==> config.mk <==
export PLATFORM = sky130hd
export DESIGN_NAME = bist_stim_sig_ctrl
export DESIGN_NICKNAME = d
export VERILOG_FILES = /design/src/rtl/bist_pkg.sv /design/src/rtl/bist_misr.sv /design/src/rtl/bist_stim_sig_ctrl.sv
export SDC_FILE = /design/constraint.sdc
export NUM_CORES = 1
export LEC_CHECK = 0
export BUFFER_PORTS_ARGS = -buffer_cell sky130_fd_sc_hd__buf_2
export CAP_MARGIN = 20
export CORE_UTILIZATION = 55
export CTS_CLUSTER_SIZE = 40
export DETAILED_ROUTE_END_ITERATION = 10
export PLACE_DENSITY = 0.95
export SYNTH_ARGS = -nofsm -noshare
export SYNTH_HDL_FRONTEND = slang
export SYNTH_SLANG_ARGS = --single-unit
==> constraint.sdc <==
create_clock -name CK -period 4.8 [get_ports CK]
set_clock_uncertainty 0.2 [all_clocks]
set_input_delay 0.48 -clock CK [delete_from_list [all_inputs] [get_ports CK]]
set_output_delay 0.48 -clock CK [all_outputs]
set_load 0.01 [all_outputs]
==> src/rtl/bist_pkg.sv <==
// Shared types, tap constants and next-state helpers for the BIST stimulus/signature controller.
package bist_pkg;

    typedef enum logic [1:0] {IDLE, CLEAR, RUN, DONE} bist_state_e;

    localparam int unsigned LFSR_W = 18;
    localparam int unsigned MISR_W = 19;

    // Taps: LFSR x^18+x^11+1, MISR x^19+x^6+x^2+x+1
    localparam logic [LFSR_W-1:0] LFSR_TAPS = 18'h20400;
    localparam logic [MISR_W-1:0] MISR_TAPS = 19'h40023;

    function automatic logic [LFSR_W-1:0] next_lfsr(input logic [LFSR_W-1:0] l);
        return {l[LFSR_W-2:0], ^(l & LFSR_TAPS)};
    endfunction

    function automatic logic [MISR_W-1:0] next_misr(input logic [MISR_W-1:0] m,
                                                    input logic [MISR_W-1:0] d);
        return {m[MISR_W-2:0], ^(m & MISR_TAPS)} ^ d;
    endfunction

endpackage

==> src/rtl/bist_misr.sv <==
// 19-bit multiple-input signature register; load takes priority over compaction.
module bist_misr
    import bist_pkg::*;
(
    input  logic              CK,
    input  logic              RST,
    input  logic              load,
    input  logic              en,
    input  logic [MISR_W-1:0] seed,
    input  logic [MISR_W-1:0] din,
    output logic [MISR_W-1:0] sig
);

    logic [MISR_W-1:0] sig_q;

    always_ff @(posedge CK) begin
        if (RST || load) begin
            sig_q <= seed;
        end else if (en) begin
            sig_q <= next_misr(sig_q, din);
        end
    end

    assign sig = sig_q;

endmodule

==> src/rtl/bist_stim_sig_ctrl.sv <==
// LFSR stimulus + MISR compaction controller for the 5-flop controller CUT.
// Optional BIST_PO_REG_EN: registers po_vec once before the MISR (RUN grows by one cycle).
module bist_stim_sig_ctrl
    import bist_pkg::*;
#(
    parameter int unsigned    PI_W      = 18,
    parameter int unsigned    PO_W      = 19,
    parameter int unsigned    CLR_BIT   = 17,
    parameter int unsigned    CLR_CYC   = 2,
    parameter int unsigned    PAT_CNT   = 1024,
    parameter logic [PI_W-1:0] LFSR_SEED = 'h1,
    parameter logic [PO_W-1:0] MISR_SEED = '0
) (
    input  logic                         CK,
    input  logic                         RST,
    input  logic                         start,
    input  logic [PO_W-1:0]              po_vec,
    input  logic [PO_W-1:0]              golden,
    output logic [PI_W-1:0]              pi_vec,
    output logic                         busy,
    output logic                         done,
    output logic                         pass,
    output logic [PO_W-1:0]              signature,
    output logic [$clog2(PAT_CNT+1)-1:0] pat_idx
);

    localparam int unsigned IDX_W = $clog2(PAT_CNT + 1);
    localparam int unsigned CLR_W = $clog2(CLR_CYC + 1);
    localparam logic [IDX_W-1:0] IDX_LAST = IDX_W'(PAT_CNT - 1);
    localparam logic [CLR_W-1:0] CLR_LAST = CLR_W'(CLR_CYC - 1);
    localparam logic [PI_W-1:0]  CLR_MASK = PI_W'(1) << CLR_BIT;
    localparam logic [PI_W-1:0]  SEED_EFF = (LFSR_SEED == '0) ? PI_W'(1) : LFSR_SEED;

    if (PI_W != LFSR_W || PO_W != MISR_W) begin : g_bad_width
        $error("bist_stim_sig_ctrl: tap masks only defined for PI_W=18, PO_W=19");
    end
    if (PAT_CNT < 1 || CLR_CYC < 1 || CLR_BIT >= PI_W) begin : g_bad_param
        $error("bist_stim_sig_ctrl: PAT_CNT and CLR_CYC must be >=1, CLR_BIT < PI_W");
    end

    bist_state_e       state_q;
    logic [PI_W-1:0]   lfsr_q;
    logic [PI_W-1:0]   lfsr_d;
    logic [PI_W-1:0]   pi_q;
    logic              busy_q;
    logic              done_q;
    logic [CLR_W-1:0]  clr_cnt_q;
    logic [IDX_W-1:0]  pat_idx_q;
    logic              misr_load;
    logic              misr_en;
    logic [PO_W-1:0]   misr_din;
    logic [PO_W-1:0]   sig;

    assign lfsr_d    = next_lfsr(lfsr_q);
    assign misr_load = (state_q == IDLE || state_q == DONE) && start;

`ifdef BIST_PO_REG_EN
    logic [PO_W-1:0] po_q;
    logic            first_q;

    always_ff @(posedge CK) begin
        if (RST) begin
            po_q <= '0;
        end else begin
            po_q <= po_vec;
        end
    end

    // The first RUN edge sees a sample taken during CLEAR, so it is skipped.
    assign misr_en  = (state_q == RUN) && !first_q;
    assign misr_din = po_q;
`else
    assign misr_en  = (state_q == RUN);
    assign misr_din = po_vec;
`endif

    always_ff @(posedge CK) begin
        if (RST) begin
            state_q   <= IDLE;
            lfsr_q    <= SEED_EFF;
            pi_q      <= '0;
            busy_q    <= 1'b0;
            done_q    <= 1'b0;
            clr_cnt_q <= '0;
            pat_idx_q <= '0;
`ifdef BIST_PO_REG_EN
            first_q   <= 1'b1;
`endif
        end else begin
            case (state_q)
                IDLE, DONE: begin
                    if (start) begin
                        state_q   <= CLEAR;
                        lfsr_q    <= SEED_EFF;
                        pi_q      <= CLR_MASK;
                        busy_q    <= 1'b1;
                        done_q    <= 1'b0;
                        clr_cnt_q <= '0;
                        pat_idx_q <= '0;
`ifdef BIST_PO_REG_EN
                        first_q   <= 1'b1;
`endif
                    end
                end
                CLEAR: begin
                    if (clr_cnt_q == CLR_LAST) begin
                        state_q <= RUN;
                        pi_q    <= lfsr_q & ~CLR_MASK;
                    end else begin
                        clr_cnt_q <= clr_cnt_q + 1'b1;
                    end
                end
                RUN: begin
                    lfsr_q <= lfsr_d;
                    pi_q   <= lfsr_d & ~CLR_MASK;
`ifdef BIST_PO_REG_EN
                    first_q <= 1'b0;
`endif
                    if (misr_en) begin
                        pat_idx_q <= pat_idx_q + 1'b1;
                        if (pat_idx_q == IDX_LAST) begin
                            state_q <= DONE;
                            pi_q    <= '0;
                            busy_q  <= 1'b0;
                            done_q  <= 1'b1;
                        end
                    end
                end
                default: state_q <= IDLE;
            endcase
        end
    end

    bist_misr u_misr (
        .CK   (CK),
        .RST  (RST),
        .load (misr_load),
        .en   (misr_en),
        .seed (MISR_SEED),
        .din  (misr_din),
        .sig  (sig)
    );

    assign pi_vec    = pi_q;
    assign busy      = busy_q;
    assign done      = done_q;
    assign pass      = done_q && (sig == golden);
    assign signature = sig;
    assign pat_idx   = pat_idx_q;

endmodule

==> reports/results.ini <==
[power]
power_density_nw_per_um2=463.6
p_total_mw=1.797
vdd_ir_drop_max_mv=0.2115
leakage_nw=1.565

[floorplan]
num_io_pins=92
die_h_um=78.43
start_util_pct=57.64
core-area_um2=5574
die_w_um=78.43
die_area_um2=6151
num_rows=27

[cells_and_area]
synthToLayoutAreaGrowth_pct=20.64
fillerInstances=413
finalNetCount=465
fin_cells=496
drive_gt1_share_pct=26.65
num_antenna_cells=0

[global_routing]
groute.usage.overall_pct=24.93
grt_pass1_vias=2655
grt_max_degree=48
grt_pass1_wl_mm=11.82
antenna_found_initial=0
grt-ovfl-total=0

[sta]
finalSetupViolCount=0
relSlewSlack_pct=28.18
fin_ws_ns=2.383
fmax_mhz=413.8
hold_viol=0
fin_crit_sh_pct=50.35
slew_violations=0
max_slew.worst_pin.slew_ns=1.073
grt_setup_unrepaired=false
fin_setup_tns_ns=0
fin_crit_ns=2.417

[routing]
vias_per_cell=5.661
firstDrtPassIters=4
drc_errors=0
ant_nets=0
dr.first_iter.drc_count=150
drt-total-wl_mm=7.208
num_vias=2808
wire_per_inst_um=14.53

[hold_path]
hold_path_class=input pin to register

[setup_path]
crit_type=register to output pin
startpoint_type=register
cpMaxStageDelayCell=nor4_1
required_ns=4.12
crit_family=simple AND/OR/NAND/NOR gates
critPathBufInv=1
crit_chain=xor2_1 -> nor4_1 -> nand3_1 -> nor3_1 -> buf_2
endpoint_kind=output pin
arrival_ns=1.74
cp_slowest_stage_delay_ns=0.40
path_max_fanout=4

[clock_tree]
clk_latency_ns=0.34
holdBufCountCts=0
cts_made_buffers=9
ctsHtreeMaxLevel=3
cts_sinks=72
cts.clk_slew.worst_paths_ns=0.07
clock_path_buffers=2
cts_setup_buffers=0
clockRootBuffer=clkbuf_8
cts_tree=built
cts_resized=0

[synthesis]
yosysWarnings=0
synthTopCellsByCount=dfxtp_1, nor2_1, a22oi_1
synth.distinct_cells=39
syn_area_per_cell_um2=9.478
synth.area.top_cells=dfxtp_1, xnor2_1, a22oi_1, nor2_1, a211oi_1
yosysMostFrequentCell=dfxtp_1
synthFlopType=dfxtp_1
yosys.area.top_type=dfxtp_1
syn_area_um2=3213
synth_seq_cells=72
synthesis.nets=384
ys_async_sr_fraction_pct=0
yosysTopAreaCellShare_pct=44.86
synth_edf_count=0
ys_seq_area_share_pct=44.86
syn_inst=339

[placement]
io_buffers=91
place_ws_ns=2.391
dp_hpwl_mm=5.180
place.gp.congestion=0.8120
dp_cells=481

[run]
maxCapViolations=0

[run_status]
status=finished clean

report_power, final:
group	switching, mW	internal [mW]	leakage [nW]
Clock	0.208	0.278	0.108
Combinational	0.368	0.216	0.874
Sequential	0.0703	0.657	0.583
Total	0.646	1.15	1.56
cells by family (layout without fill, tap and decap cells):
kind of cell | count (synthesis) | count (layout) | share of synthesized area (%)
flip-flops | 72 | 72 | 44.86
AND/OR/NAND/NOR | 94 | 94 | 14.33
XOR/XNOR | 50 | 50 | 13.63
adder cells (fa/ha/maj) | 4 | 4 | 1.558
multiplexers | 3 | 3 | 0.9735
buffers and inverters | 29 | 114 | 4.010
AO/OA/AOI/OAI | 87 | 87 | 20.64
cell type report:
| type | instances | area, um2 | share of cell area [%] |
|---|---|---|---|
| clock inverters | 3 | 40.04 | 1.033 |
| repair buffers | 93 | 470.5 | 12.14 |
| clock buffers | 12 | 165.2 | 4.261 |
| inverters | 6 | 22.52 | 0.5810 |
| well taps | 72 | 90.09 | 2.324 |
| multi-input cells | 238 | 1647 | 42.48 |
| flip-flops and latches | 72 | 1441 | 37.19 |
cells in the final DEF (no fill, tap or decap), drive strengths merged, types with 2 or more instances in the layout:
master,netlist,final
inv,6,6
nand4,6,6
nor2,54,54
o31ai,2,2
xor2,16,16
a21oi,5,5
xnor2,34,34
ha,4,4
mux2i,2,2
nand2,6,6
nand3,4,4
nor3,4,4
o22ai,2,2
clkbuf,19,12
a22oi,36,36
o2bb2ai,16,16
dfxtp,72,72
buf,4,93
a211oi,20,20
nand2b,4,4
o21bai,2,2
clkinv,0,2
nor4,7,7
and2,2,2
state kept, by name (all words and copies together), names as in the netlist:
name        count
lfsr_q         18
clr_cnt_q       2
state_q         2
busy            1
pi_vec         18
pat_idx        11
u_misr.sig     19
done            1
metrics by stage:
| step | utilization (%) | instance area, um2 | hold slack [ns] |
|---|---|---|---|
| final | 69.54 | 3876 | 0.2313 |
| after CTS | 69.54 | 3876 | 0.2187 |
| after global placement | 65.86 | 3671 | 0.2820 |
| after floorplan | - | 3213 | 0.2673 |
| after global routing | 69.54 | 3876 | 0.2318 |
| after detailed placement | 65.86 | 3671 | 0.2933 |
tightest hold or removal path: stages:
cell and delay [ns]:
buf_2 0.08, xnor2_1 0.10, a211oi_1 0.06
final timing paths:
kind | start | end | slack (ns) | cells past startpoint
setup / recovery | u_misr.sig[11] | pass | 2.38 | 5
hold / removal | po_vec[15] | u_misr.sig[15] | 0.23 | 3
setup reg to reg | state_q[0] | state_q[0] | 2.40 | 6
hold reg to reg | pi_vec[17] | pi_vec[17] | 0.30 | 2
layer usage:
metal / track usage [%] / vias to the layer above / wire, um
met4: 15.19 / 0 / 133
met2: 43.51 / 104 / 3622
met1: 27.66 / 1311 / 3051
met3: 5.233 / 11 / 400
met5: 0 / - / 0
li1: - / 1382 / -
No activity file was read; power rests on OpenSTA's default activity.
